$ cat config.mk
export PLATFORM = sky130hd
export DESIGN_NAME = path_stack
export DESIGN_NICKNAME = d
export VERILOG_FILES = /design/src/rtl/path_stack.sv
export SDC_FILE = /design/constraint.sdc
export NUM_CORES = 1
export LEC_CHECK = 0
export CAP_MARGIN = 20
export CORE_ASPECT_RATIO = 0.8
export CORE_MARGIN = 4
export CORE_UTILIZATION = 53
export CTS_BUF_LIST = sky130_fd_sc_hd__clkbuf_4 sky130_fd_sc_hd__clkbuf_8
export CTS_CLUSTER_SIZE = 24
export DETAILED_ROUTE_END_ITERATION = 10
export PLACE_DENSITY = 0.7
export SETUP_SLACK_MARGIN = 0.5
export SLEW_MARGIN = 20
export SYNTH_ARGS = -nofsm -noshare
export SYNTH_HDL_FRONTEND = slang
export SYNTH_SLANG_ARGS = --single-unit
$ cat constraint.sdc
create_clock -name clk -period 7.7 [get_ports clk]
set_input_delay 0.77 -clock clk [delete_from_list [all_inputs] [get_ports clk]]
set_output_delay 0.77 -clock clk [all_outputs]
set_load 0.01 [all_outputs]
$ cat src/rtl/path_stack.sv
// Capture stack between the path-walk FSM and the display: records the predecessor
// chain (destination first), drops repeated indices, and replays it source first.
`timescale 1ns/1ps
module path_stack #(
    parameter int NODE_W = 5,
    parameter int DEPTH  = 32,
    parameter int CNT_W  = 6
) (
    input  logic              clk,
    input  logic              sys_reset,
    input  logic              clr,
    input  logic              wr_en,
    input  logic [NODE_W-1:0] wr_index,
    input  logic              replay_start,
    input  logic              rd_ready,
    output logic              rd_valid,
    output logic [NODE_W-1:0] rd_index,
    output logic              rd_last,
    output logic [CNT_W-1:0]  hop_count,
    output logic              overflow,
    output logic              busy,
    output logic              done,
    output logic [1:0]        dbg_state
);
    // Read port: a beat is offered while rd_valid is high and moves on the
    // rising edge where rd_valid && rd_ready; rd_index/rd_last hold until then.

    localparam int PTR_W = CNT_W - 1;

    typedef enum logic [1:0] {
        IDLE   = 2'd0,
        REPLAY = 2'd1,
        DONE   = 2'd2
    } state_t;

    state_t              state_q, state_d;
    logic [CNT_W-1:0]    count_q, count_d;
    logic [PTR_W-1:0]    rd_ptr_q, rd_ptr_d;
    logic [NODE_W-1:0]   last_idx_q, last_idx_d;
    logic [NODE_W-1:0]   rd_index_q, rd_index_d;
    logic                rd_last_q, rd_last_d;
    logic                overflow_q, overflow_d;
    logic [NODE_W-1:0]   mem_q [DEPTH];
    logic                mem_we;
    logic                load_top;
    logic [PTR_W-1:0]    top_ptr;
    logic [PTR_W-1:0]    next_ptr;
    logic                is_full;
    logic                is_new;

    assign top_ptr  = PTR_W'(count_q - CNT_W'(1));
    assign next_ptr = rd_ptr_q - PTR_W'(1);
    assign is_full  = (count_q == CNT_W'(DEPTH));
    assign is_new   = (count_q == '0) || (wr_index != last_idx_q);

    always_comb begin
        state_d    = state_q;
        count_d    = count_q;
        rd_ptr_d   = rd_ptr_q;
        last_idx_d = last_idx_q;
        rd_index_d = rd_index_q;
        rd_last_d  = rd_last_q;
        overflow_d = overflow_q;
        mem_we     = 1'b0;
        load_top   = 1'b0;

        if (clr) begin
            state_d    = IDLE;
            count_d    = '0;
            overflow_d = 1'b0;
        end else begin
            case (state_q)
                IDLE: begin
                    if (replay_start) begin
                        if (count_q != '0) begin
                            state_d  = REPLAY;
                            load_top = 1'b1;
                        end else begin
                            state_d = DONE;
                        end
                    end else if (wr_en && is_new) begin
                        // A distinct index arriving at full capacity is lost.
                        if (is_full) begin
                            overflow_d = 1'b1;
                        end else begin
                            mem_we     = 1'b1;
                            count_d    = count_q + CNT_W'(1);
                            last_idx_d = wr_index;
                        end
                    end
                end
                REPLAY: begin
                    if (rd_ready) begin
                        if (rd_last_q) begin
                            state_d = DONE;
                        end else begin
                            rd_ptr_d   = next_ptr;
                            rd_index_d = mem_q[next_ptr];
                            rd_last_d  = (next_ptr == '0);
                        end
                    end
                end
                DONE: begin
                    if (replay_start && (count_q != '0)) begin
                        state_d  = REPLAY;
                        load_top = 1'b1;
                    end
                end
                default: state_d = IDLE;
            endcase

            // Entering REPLAY presents the newest entry, i.e. the path source.
            if (load_top) begin
                rd_ptr_d   = top_ptr;
                rd_index_d = mem_q[top_ptr];
                rd_last_d  = (top_ptr == '0);
            end
        end
    end

    always_ff @(posedge clk or negedge sys_reset) begin
        if (!sys_reset) begin
            state_q    <= IDLE;
            count_q    <= '0;
            rd_ptr_q   <= '0;
            last_idx_q <= '0;
            rd_index_q <= '0;
            rd_last_q  <= 1'b0;
            overflow_q <= 1'b0;
        end else begin
            state_q    <= state_d;
            count_q    <= count_d;
            rd_ptr_q   <= rd_ptr_d;
            last_idx_q <= last_idx_d;
            rd_index_q <= rd_index_d;
            rd_last_q  <= rd_last_d;
            overflow_q <= overflow_d;
        end
    end

    always_ff @(posedge clk) begin
        if (mem_we) begin
            mem_q[count_q[PTR_W-1:0]] <= wr_index;
        end
    end

    assign rd_valid  = (state_q == REPLAY);
    assign busy      = (state_q == REPLAY);
    assign done      = (state_q == DONE);
    assign rd_index  = rd_index_q;
    assign rd_last   = rd_last_q;
    assign overflow  = overflow_q;
    assign hop_count = (count_q != '0) ? (count_q - CNT_W'(1)) : '0;
    assign dbg_state = state_q;

endmodule

-- Word level (Yosys, flattened, before mapping)
Memories as Yosys holds them, arrays and structs flattened.
Index checks and enable logic that the tools add are counted.
- register bits: 25
- memory bits (writable): 160
- input port bits: 11
- output and inout port bits: 18
- logic and storage cells: 86
- memories: 1
- memories (memory ; depth ; width ; read ports ; clocked after memory_dff ; write ports ; line ; RTL):
    mem_q ; 32 ; 5 ; 2 ; 0 ; 1 ; 43 ; logic [NODE_W-1:0] mem_q [DEPTH];
- add/sub/neg operators: 3
- equality and inequality tests: 11
- muxes and demuxes: 42
- bitwise gates (word level): 3
- reduce and logical (&&, ||, !) cells: 19
- operators by type and width (kind ; count):
    $mux 5 ; 8
    $mux 6 ; 6
    $mux 1 ; 20
    $reduce_and 4->1 ; 4
    $mux 2 ; 6
    $logic_not 5->1 ; 2
    $reduce_bool 2->1 ; 5
    $add 6x1->6 const B ; 1
    $eq 6x6->1 const B ; 1
    $logic_not 6->1 ; 1
    $ne 3x2->1 const B ; 2
    $ne 3x3->1 const B ; 2
    $pmux 2 s3 ; 1
    $reduce_bool 6->1 ; 1
    $sub 6x1->6 const B ; 1
    $ne 5x5->1 ; 1
    $reduce_and 5->1 ; 1
    $sub 5x1->5 const B ; 1
    $ne 2x2->1 const B ; 2
    $not 1->1 ; 3
    $reduce_and 3->1 ; 1
    $eq 2x1->1 const B ; 1
    $eq 2x2->1 const B ; 1
    $logic_and 1x1->1 ; 2
    other kinds (4) ; 4

-- Depth between registers and ports, before layout
- depth after elaboration: 9
- gate-level depth with buffers: 13
- mapped depth without buffers: 8

-- Least setup slack after synthesis
OpenSTA, ideal clock, no wires.
- path type: flip-flop to flip-flop
- start point: reg count_q[0]
- end point: mem mem_q[29][0] (enable)
- library setup time: 0.340 ns
- data arrival time: 2.910 ns
- required time: 7.360 ns
- slack: 4.450 ns
- stages on the path, launching flop included: 13
- path buffers: 4
- clock period less this slack: 3.250 ns
- path through: dfrtp_1 -> buf_4 -> buf_4 -> buf_2 -> clkinv_1 -> ha_1 -> inv_1 -> nor2_1 -> a31oi_1 -> o21ai_2 -> or2_2 -> clkbuf_1 -> nor2_1
- longest elaborated chain between the ends: 9
- elaborated cells on any way between the ends: 11
- classes of those cells: eq/ne: 1; mux: 7; reduce/logical: 3
- ends and longest elaborated chain (what ; line ; RTL):
    start: declaration ; 37 ; logic [CNT_W-1:0] count_q, count_d;
    start signal: assignment ; 132 ; count_q <= count_d;
    $logic_not 6->1 ; 54 ; assign is_new = (count_q == '0) || (wr_index != last_idx_q);
    $logic_or 1x1->1 ; 54 ;
    $logic_and 1x1->1 ; 81 ; end else if (wr_en && is_new) begin
    $mux 1 ; 81 ;
    $mux 1 ; 74 ; if (replay_start) begin
    $mux 1 ; 72 ; case (state_q)
    $mux 1 ; 67 ; if (clr) begin
    $mux 1 ; 142 ; if (mem_we) begin
    $mux 1 (implied by the code) ; 143 ; mem_q[count_q[PTR_W-1:0]] <= wr_index;
    end: declaration ; 43 ;
Several ways; a longest one is shown, not always the timed one.

-- Worst setup path in the final report
- start point: reg count_q[0]
- end point: out hop_count[5]
- longest elaborated chain between the ends: 2
- elaborated cells on any way between the ends: 3
- classes of those cells: add/sub: 1; mux: 1; reduce/logical: 1
- ends and longest elaborated chain (what ; line ; RTL):
    $sub 6x1->6 or $reduce_bool 6->1 (tied branches) ; 153 ; assign hop_count = (count_q != '0) ? (count_q - CNT_W'(1)) : '0;
    $mux 6 (*) ; 153 ;
    end: declaration ; 19 ; output logic [CNT_W-1:0] hop_count,
Mark *: on every way between the ends. The rest lies on a longest branch, timed or not.

==> impl_metrics.ini <==
[outcome]
status = finished clean

[synth]
synth_cell_type_count = 67
synth_ff_type = edfxtp_1
syn_inst = 619
syn-cell-area_um2 = 9410
syn_avg_cell_area_um2 = 15.2
ys_warn_count = 0
ys_async_sr_fraction = 0.135
synth_nets = 637
ys_seq_area_frac = 0.577
synth_edf_count = 160
ys_seq_elements = 185

[route]
ant_nets = 0
vias_per_cell = 6.66
drtIter0Drc = 669
first_pass_iters = 5
post-route-drc-count = 0
finalWirelength_um = 23500
wire_per_inst_um = 26.8
vias = 5856

[place]
port_buffers = 28
placed_area_um2 = 9860
gp_congestion = 0.894
dp_hpwl_um = 15400

[clock_network]
clk_pin_slew_ns = 0.09
clkLatencyLatePin_ns = 0.48
cts_made_buffers = 17
htree_levels = 4
clock-sinks = 185
cts_setup_buffers = 0
cts_resized = 0
cts_root_buf = clkbuf_8
cts_buffer_depth = 2
cts_tree = yes
hold_buffers = 0

[final_layout]
drive_above_1_share = 0.209
nets = 659
diodes = 0
finalCoreUtilization = 0.591
synthToLayoutAreaGrowth_pct = 9.15
final_common_cell = edfxtp_1
fill_cells = 1312
fin_area_um2 = 10300
layout_common_cells = edfxtp_1, nor2_1, mux4_2

[power_and_ir_drop]
switchingPower_mw = 1.17
p_int_mw = 2.03
pwr_density_cell_nw_per_um2 = 312
power.leakage_nw = 3.40
power_frac_seq = 0.370
combPwrFrac = 0.425
clockPowerShare = 0.205
ir_drop_uv = 193
netSwitchingFraction = 0.365
power.total_mw = 3.20

[sta]
worstMarginPinSlew_ns = 1.08
rsz0062_at_grt = false
fin_skew_ns = 0.0131
fmax_mhz = 273
relSlewSlack = 0.271
fin_crit_ns = 3.67
finalMaxSlewViolations = 0
hold_viol = 0
tns_ns = 0
setup_viol = 0
finalCritPeriodShare = 0.476

[setup_path]
worst-r2r-setup-slack_ns = 4.35
startpoint_type = flop
worst_ep_required_time_ns = 6.93
endpoint_kind = output pin
crit_path_max_fanout = 47
crit_path_start = count_q[0]$_DFFE_PN0P_
r2r_start = rd_ptr_q[0]$_DFFE_PN0P_
crit_arrival_ns = 2.90
worstSetupPathType = reg2out

[die]
die-area_um2 = 20000
die_y_um = 127
core-area_um2 = 17400
dieWidth_um = 157
placementRows = 43
pin_count = 29
start_util = 0.542

[hold_path]
min-delay-start = last_idx_q[3]$_DFFE_PN0P_
hp-class = reg2reg

[job]
maxCapViolCount = 0

[global_routing]
grt_max_degree = 48
antenna_found_initial = 0
grt_pass1_vias = 5713
gr-total-overflow = 0
grt_pass1_wl_um = 35700
grtUsageTotal = 0.246
==> power groups by stage <==
stage	clock, mW	combinational (mW)	sequential, mW
CTS	0.666	1.34	1.18
global placement	0	1.31	1.20
detailed placement	0	1.34	1.21
finish	0.658	1.36	1.18
floorplan	0	0.980	1.19
global route	0.711	1.44	1.19
==> per-stage QoR <==
| stage | hold slack [ns] | setup WS [ns] | cells |
|---|---|---|---|
| final | 0.542 | 4.03 | 879 |
| after global placement | 0.493 | 4.00 | 847 |
| after global routing | 0.549 | 3.89 | 879 |
| after floorplan | 0.474 | 4.45 | 619 |
| after CTS | 0.539 | 3.74 | 879 |
| after detailed placement | 0.515 | 3.89 | 847 |
==> cells in the mapped netlist, types with 2 or more instances <==
cell,n,area (um2)
edfxtp_1,160,4800
nor2_1,86,323
mux4_2,63,1420
nand2_1,41,154
dfrtp_1,25,626
mux2i_1,18,180
nand3_1,16,80.1
clkbuf_1,15,56.3
mux4_1,15,394
buf_2,14,70.1
a21oi_1,13,65.1
nor3_1,13,65.1
o21ai_0,10,50.1
xnor2_1,9,78.8
ha_1,7,87.6
inv_1,7,26.3
mux2_2,7,78.8
a31oi_1,6,37.5
o22ai_1,6,37.5
o31ai_1,6,45.0
o211ai_1,5,37.5
xor2_1,5,43.8
buf_4,4,30.0
buf_6,4,45.0
nor2b_1,4,25.0
buf_1,3,11.3
nand3b_1,3,22.5
or3_1,3,18.8
a21o_1,2,15.0
a22oi_1,2,15.0
a311oi_1,2,17.5
a41oi_1,2,17.5
nand2b_1,2,12.5
nor3b_1,2,15.0
o21ai_2,2,17.5
o32a_1,2,20.0
or2_2,2,12.5
or3b_2,2,17.5
xor2_2,2,32.5
xor2_4,2,55.1
==> sequential cells by signal, indices dropped and copies added, names as in the netlist <==
name	count
rd_ptr_q	5
dbg_state	2
rd_last	1
mem_q	160
last_idx_q	5
rd_index	5
count_q	6
overflow	1
==> worst max-delay path, stage by stage (launching register included) <==
cell and delay (ns):
dfrtp_2 0.41, buf_4 0.37, or3_1 0.51, or3_1 0.34, nor3_1 0.14, a21o_1 0.10, clkdlybuf4s50_1 0.52
==> cells by family (layout without fill, tap and decap cells) <==
family,count (synthesis),count (layout),share of synthesized area
AOI/OAI and AO/OA,71,71,0.0513
xor gates and xnor gates,18,18,0.0223
adders and majority gates,7,7,0.00931
buffers and inverters,49,84,0.0279
DFF,185,185,0.577
muxes,103,103,0.220
and+or+nand+nor,186,186,0.0919
==> per-layer routing <==
layer	wire, um	global-route usage	part of all wire
met4	655	0.0842	0.028
met2	10100	0.334	0.43
met3	2690	0.0806	0.11
met5	0	0	0
met1	10100	0.377	0.43
==> final timing paths <==
path	to	cells after the start
worst max register to register	rd_index[1]$_DFFE_PN0P_	8
worst min register to register	last_idx_q[3]$_DFFE_PN0P_	1
min in group asynchronous	count_q[5]$_DFFE_PN0P_	2
worst max-delay path	hop_count[5]	6
max in group asynchronous	rd_ptr_q[0]$_DFFE_PN0P_	2
worst min-delay path	last_idx_q[3]$_DFFE_PN0P_	1
==> cell type report <==
cell class | count | area, um2 | share of cell area
Tap cell | 225 | 282 | 0.0274
Sequential cell | 185 | 5430 | 0.529
Timing Repair Buffer | 44 | 400 | 0.0390
Clock inverter | 12 | 140 | 0.0136
Inverter | 8 | 30.0 | 0.00292
Multi-Input combinational cell | 385 | 3730 | 0.363
Clock buffer | 20 | 256 | 0.0250
Power figures use the tool's default switching activity.
